===== src/rtl/uart_tx_buffered_pkg.sv =====
// Shared UART definitions: frame geometry, framer state encodings and the
// baud divisor table used by both ends of the link.
package uart_tx_buffered_pkg;

  localparam int unsigned DATA_W     = 8;
  localparam int unsigned OVERSAMPLE = 16;
  localparam int unsigned SAMPLE_W   = 4;
  localparam int unsigned BIT_CNT_W  = 3;
  localparam int unsigned BAUD_SEL_W = 3;
  localparam int unsigned BAUD_SEL_N = 8;

  localparam logic [2:0] ST_IDLE   = 3'd0;
  localparam logic [2:0] ST_START  = 3'd1;
  localparam logic [2:0] ST_DATA   = 3'd2;
  localparam logic [2:0] ST_PARITY = 3'd3;
  localparam logic [2:0] ST_STOP   = 3'd4;

  function automatic int unsigned baud_rate(input logic [BAUD_SEL_W-1:0] sel);
    case (sel)
      3'd0:    return 300;
      3'd1:    return 1200;
      3'd2:    return 4800;
      3'd3:    return 9600;
      3'd4:    return 19200;
      3'd5:    return 38400;
      3'd6:    return 57600;
      default: return 115200;
    endcase
  endfunction

  // Rounded clk count between 16x sample ticks; only ever evaluated on constants.
  function automatic int unsigned baud_div(input int unsigned clk_freq,
                                           input logic [BAUD_SEL_W-1:0] sel);
    int unsigned den;
    den = OVERSAMPLE * baud_rate(sel);
    return (clk_freq + den / 2) / den;
  endfunction

endpackage


===== src/rtl/uart_tx_buffered_baud_controller.sv =====
// 16x sample tick generator; clear restarts the divider and latches a new
// baud_select so a frame keeps its timing regardless of later changes.
module baud_controller
  import uart_tx_buffered_pkg::*;
#(
  parameter int unsigned CLK_FREQ = 50_000_000
) (
  input  logic                  clk,
  input  logic                  reset,
  input  logic                  clear,
  input  logic [BAUD_SEL_W-1:0] baud_select,
  output logic                  tick
);

  localparam int unsigned DIV_W = $clog2(baud_div(CLK_FREQ, 3'd0) + 1);

  logic [DIV_W-1:0] div_table [BAUD_SEL_N];
  logic [DIV_W-1:0] div_reg;
  logic [DIV_W-1:0] cnt_reg;

  genvar gi;
  for (gi = 0; gi < BAUD_SEL_N; gi++) begin : g_div
    assign div_table[gi] = DIV_W'(baud_div(CLK_FREQ, 3'(gi)));
  end

  assign tick = (cnt_reg == div_reg - DIV_W'(1));

  always_ff @(posedge clk or posedge reset) begin
    if (reset) begin
      div_reg <= div_table[0];
      cnt_reg <= '0;
    end else if (clear) begin
      div_reg <= div_table[baud_select];
      cnt_reg <= '0;
    end else if (tick) begin
      cnt_reg <= '0;
    end else begin
      cnt_reg <= cnt_reg + DIV_W'(1);
    end
  end

endmodule


===== src/rtl/uart_tx_buffered.sv =====
// Buffered UART transmitter: byte FIFO in front of a start/8N/even-parity/stop
// framer. A pop happens only from IDLE, so frames are separated by one idle clk.
module uart_tx_buffered
  import uart_tx_buffered_pkg::*;
#(
  parameter int unsigned FIFO_DEPTH = 8,
  parameter int unsigned CLK_FREQ   = 50_000_000
) (
  input  logic                  clk,
  input  logic                  reset,
  input  logic [DATA_W-1:0]     Tx_DATA,
  input  logic                  Tx_WR,
  input  logic                  Tx_EN,
  input  logic [BAUD_SEL_W-1:0] baud_select,
  output logic                  TxD,
  output logic                  Tx_BUSY,
  output logic                  Tx_FULL,
  output logic                  Tx_OVERRUN,
  output logic [3:0]            Tx_COUNT
);

  localparam int unsigned PTR_W = $clog2(FIFO_DEPTH);

  logic [DATA_W-1:0]    mem [FIFO_DEPTH];
  logic [PTR_W-1:0]     wr_ptr_reg, rd_ptr_reg;
  logic [3:0]           count_reg;
  logic                 overrun_reg;
  logic                 fifo_full, fifo_empty, push, pop, drop;

  logic [2:0]           state_reg;
  logic [DATA_W-1:0]    shift_reg;
  logic                 parity_reg;
  logic [BIT_CNT_W-1:0] bit_cnt_reg;
  logic [SAMPLE_W-1:0]  sample_cnt_reg;
  logic                 txd_reg;
  logic                 tick, bit_done;

  assign fifo_full  = (count_reg == 4'(FIFO_DEPTH));
  assign fifo_empty = (count_reg == 4'd0);
  assign pop        = (state_reg == ST_IDLE) && Tx_EN && !fifo_empty;
  // A pop in the same cycle frees a slot, so a write to a full FIFO still lands.
  assign push       = Tx_WR && Tx_EN && (!fifo_full || pop);
  assign drop       = Tx_WR && Tx_EN && fifo_full && !pop;

  always_ff @(posedge clk) begin
    if (push) mem[wr_ptr_reg] <= Tx_DATA;
  end

  always_ff @(posedge clk or posedge reset) begin
    if (reset) begin
      wr_ptr_reg  <= '0;
      rd_ptr_reg  <= '0;
      count_reg   <= '0;
      overrun_reg <= 1'b0;
    end else begin
      if (push) wr_ptr_reg <= wr_ptr_reg + PTR_W'(1);
      if (pop)  rd_ptr_reg <= rd_ptr_reg + PTR_W'(1);
      if (push && !pop)      count_reg <= count_reg + 4'd1;
      else if (pop && !push) count_reg <= count_reg - 4'd1;
      overrun_reg <= drop;
    end
  end

  baud_controller #(.CLK_FREQ(CLK_FREQ)) u_baud (
    .clk         (clk),
    .reset       (reset),
    .clear       (pop),
    .baud_select (baud_select),
    .tick        (tick)
  );

  assign bit_done = tick && (sample_cnt_reg == SAMPLE_W'(OVERSAMPLE - 1));

  always_ff @(posedge clk or posedge reset) begin
    if (reset) begin
      state_reg      <= ST_IDLE;
      shift_reg      <= '0;
      parity_reg     <= 1'b0;
      bit_cnt_reg    <= '0;
      sample_cnt_reg <= '0;
      txd_reg        <= 1'b1;
    end else if (pop) begin
      shift_reg      <= mem[rd_ptr_reg];
      parity_reg     <= ^mem[rd_ptr_reg];
      bit_cnt_reg    <= '0;
      sample_cnt_reg <= '0;
      txd_reg        <= 1'b0;
      state_reg      <= ST_START;
    end else if (state_reg != ST_IDLE && tick) begin
      sample_cnt_reg <= sample_cnt_reg + SAMPLE_W'(1);
      if (bit_done) begin
        case (state_reg)
          ST_START: begin
            txd_reg   <= shift_reg[0];
            state_reg <= ST_DATA;
          end
          ST_DATA: begin
            if (bit_cnt_reg == BIT_CNT_W'(DATA_W - 1)) begin
              txd_reg   <= parity_reg;
              state_reg <= ST_PARITY;
            end else begin
              bit_cnt_reg <= bit_cnt_reg + BIT_CNT_W'(1);
              shift_reg   <= shift_reg >> 1;
              txd_reg     <= shift_reg[1];
            end
          end
          ST_PARITY: begin
            txd_reg   <= 1'b1;
            state_reg <= ST_STOP;
          end
          default: begin
            txd_reg   <= 1'b1;
            state_reg <= ST_IDLE;
          end
        endcase
      end
    end
  end

  assign TxD        = txd_reg;
  assign Tx_BUSY    = (state_reg != ST_IDLE) || !fifo_empty;
  assign Tx_FULL    = fifo_full;
  assign Tx_OVERRUN = overrun_reg;
  assign Tx_COUNT   = count_reg;

endmodule

===== config.mk =====
export PLATFORM = sky130hd
export DESIGN_NAME = uart_tx_buffered
export DESIGN_NICKNAME = d
export VERILOG_FILES = /design/src/rtl/uart_tx_buffered_pkg.sv /design/src/rtl/uart_tx_buffered_baud_controller.sv /design/src/rtl/uart_tx_buffered.sv
export SDC_FILE = /design/constraint.sdc
export NUM_CORES = 1
export LEC_CHECK = 0
export CORE_UTILIZATION = 45
export DETAILED_ROUTE_END_ITERATION = 8
export PLACE_DENSITY = 0.61
export SYNTH_ARGS = -nofsm -noshare
export SYNTH_HDL_FRONTEND = slang
export SYNTH_SLANG_ARGS = --single-unit
export TNS_END_PERCENT = 50

===== constraint.sdc =====
create_clock -name clk -period 8.1 [get_ports clk]
set_input_delay 1.62 -clock clk [delete_from_list [all_inputs] [get_ports clk]]
set_output_delay 1.62 -clock clk [all_outputs]
set_load 0.02 [all_outputs]

==> results.py <==
metrics = {
    "timing": {
        "rsz0062_at_grt": "false",
        "slew_headroom_pct": 29.8,
        "period_share_pct": 56.2,
        "final_max_slew_viol_count": 0,
        "hold_viol": 0,
        "tightestPinTransition_ps": 1050,
        "setup_ws_ps": 3550,
        "setup_viol": 0,
        "period_minus_slack_ps": 4550,
        "skew_ps": 14.0,
        "setup_tns_ps": 0,
        "max_freq_ghz": 0.220,
    },
    "cts": {
        "root_buffer": "clkbuf_16",
        "cts_hold_buf": 0,
        "post_cts_buffers": 0,
        "cts_buffers": 17,
        "cts_resized": 0,
        "htreeDepth": 4,
        "clock_sinks": 121,
        "clock_path_buffers": 2,
        "clk_transition_reported_paths_ps": 60,
        "clk_latency_ps": 410,
        "tritoncts": "built",
    },
    "synthesis": {
        "syn_area_per_cell_um2": 12.4,
        "synthXorXnorAreaFrac_pct": 6.69,
        "synth_edf_count": 64,
        "netlist.area_leader.share_pct": 33.3,
        "muxShareOfSynthArea_pct": 8.53,
        "yosys-top-cells-count": "64 x edfxtp_1, 50 x dfrtp_1, 48 x nor2_1",
        "synth-compound-area-share_pct": 7.69,
        "yosys_warnings": 0,
        "async_flop_share_pct": 47.1,
        "synth-simple-area-share_pct": 12.8,
        "yosysUniqueCellTypes": 55,
        "synthCells": 465,
        "synth-adder-area-share_pct": 4.04,
        "netlist_area_um2": 5760,
        "seq_area_frac_synth_pct": 58.3,
        "synth_top_family_by_area": "simple AND/OR/NAND/NOR gates",
        "synth.area.top_cells": "edfxtp_1 33%, dfrtp_1 22%, ha_1 3.7%, mux2i_1 3.6%, xnor2_1 3.6%",
        "synthesis.nets": 498,
        "yosysMostFrequentCell": "edfxtp_1",
        "synth_seq_cells": 121,
        "ys.flop_type": "edfxtp_1",
        "yosysTopAreaCell": "edfxtp_1",
    },
    "route": {
        "antenna_left": 0,
        "viasPerCell": 5.34,
        "drt-total-wl_um": 10800,
        "drcViolationCount": 0,
        "via_count": 3596,
        "wl_per_cell_um": 16.1,
        "dr.pass1.iters": 4,
        "drtIter0Drc": 253,
    },
    "cells_and_area": {
        "largest_reg_flops": 64,
        "stdcell_count": 673,
        "antennaDiodeCount": 0,
        "syn2layout_area_growth_pct": 16.7,
        "post-route-util_pct": 54.9,
        "drive_above_1_share_pct": 11.5,
        "fin_nets": 525,
    },
    "floorplanning": {
        "placementRows": 40,
        "io_pins": 23,
        "die_width_um": 115,
        "die_h_um": 115,
        "initial_core_util_pct": 47.0,
        "core_area_um2": 12300,
        "dieArea_um2": 13300,
    },
    "power": {
        "power-per-cell-area_nw_per_um2": 242,
        "p_sw_share_pct": 23.6,
        "seqPwrFrac_pct": 44.7,
        "p_switching_w": 0.000385,
        "p_int_w": 0.00124,
        "power_leakage_nw": 2.56,
        "ir_drop_v": 0.000162,
        "clkPwrFrac_pct": 44.8,
        "pwr-share-comb_pct": 10.5,
    },
    "global_route": {
        "grt_first_pass_wirelength_um": 17900,
        "antenna_found_initial": 0,
        "grt_pass1_vias": 3711,
        "grt_overflow_total": 0,
        "grt_max_degree": 58,
        "grt_use_total_pct": 18.2,
    },
    "place": {
        "gp_congestion": 0.762,
        "post-dp-hpwl_um": 7320,
        "port_buffers": 22,
        "placed_cells": 641,
        "place_ws_ps": 3090,
    },
    "setup_path": {
        "reg2reg_from": "Tx_COUNT[0]",
        "cp-startpoint": "Tx_EN",
        "end_kind": "flip-flop",
        "crit_required_ps": 8390,
        "crit_path_max_fanout": 39,
        "cp-start-kind": "input port",
        "worstSetupPathType": "input port to flip-flop",
        "worstPathArrival_ps": 4850,
    },
    "run": {
        "max_cap_viol_count": 0,
    },
    "status": {
        "outcome": "completed",
    },
    "min_path": {
        "min_from": "u_baud.div_reg[13]",
        "worstHoldPathType": "flip-flop to flip-flop",
    },
}
## layout make-up
class / instances / area [µm²]
fill: 1062 / 5530
clock buffer: 21 / 460
timing repair buffer: 26 / 250
sequential: 121 / 3360
tap: 168 / 210
inverter: 10 / 37.5
clock inverter: 11 / 124
multi-input combinational: 316 / 2290
## worst paths after layout
| check | endpoint | slack, ps | depth (start not counted) |
|---|---|---|---|
| hold / removal | u_baud.div_reg[13] | 500 | 2 |
| min in group asynchronous | sample_cnt_reg[1] | 1740 | 3 |
| setup / recovery | Tx_COUNT[3] | 3550 | 11 |
| setup reg to reg | Tx_COUNT[3] | 4260 | 11 |
| max in group asynchronous | u_baud.div_reg[9] | 5870 | 3 |
| hold reg to reg | u_baud.div_reg[13] | 500 | 2 |
## worst max-delay path, cell delays in order
cell	delay (ps)
clkdlybuf4s50_1	470
and3_1	590
inv_1	670
ha_1	450
inv_1	120
ha_1	240
a21o_1	180
a21oi_1	160
xnor2_1	130
nor2_1	70
xor2_1	140
## logic make-up after synthesis
group | after synthesis
simple gates | 145
xor+xnor | 44
flops | 121
buf+inv | 28
mux | 38
fa+ha+maj | 18
compound gates | 71
## through the flow
stage	hold slack, ps	power, W	cell area, µm²
global route	526	0.00170	6730
finish	497	0.00163	6730
floorplan	450	0.000841	5760
CTS	501	0.00165	6730
detailed placement	489	0.000912	6140
global placement	482	0.000902	6140
## power by group through the flow
stage / Clock (W) / Combinational [W] / Sequential [W]
after global placement: 0 / 0.000166 / 0.000736
final: 0.000730 / 0.000172 / 0.000728
after global routing: 0.000774 / 0.000192 / 0.000732
after floorplan: 0 / 0.0000972 / 0.000744
after detailed placement: 0 / 0.000174 / 0.000738
after CTS: 0.000747 / 0.000174 / 0.000727
## layout by cell type, fill, tap and decap left out, types with 4 or more instances in the layout
cell type / n
nor2_1: 48
clkbuf_16: 17
and3_1: 8
buf_4: 4
a21oi_1: 12
nand2_1: 34
xor2_1: 20
mux4_2: 8
dfrtp_1: 50
nand2b_1: 11
nand3_1: 12
clkdlybuf4s50_1: 22
mux2i_1: 21
o21ai_0: 30
nand4_1: 7
a31oi_1: 4
dfstp_2: 7
ha_1: 17
nor3_1: 5
mux2_1: 6
a22oi_1: 8
xnor2_1: 24
inv_1: 9
edfxtp_1: 64
## per-layer routing
metal / global-route usage [%] / wire length (µm) / up-vias / share of wire (%)
met5: 0 / 0 / - / 0
met4: 7.19 / 141 / 0 / 1.3
met3: 4.64 / 312 / 10 / 2.9
met2: 30.7 / 5410 / 49 / 50
met1: 22.4 / 4960 / 1788 / 46
li1: - / - / 1749 / -
Note: power is estimated with default switching activity, not from simulation.
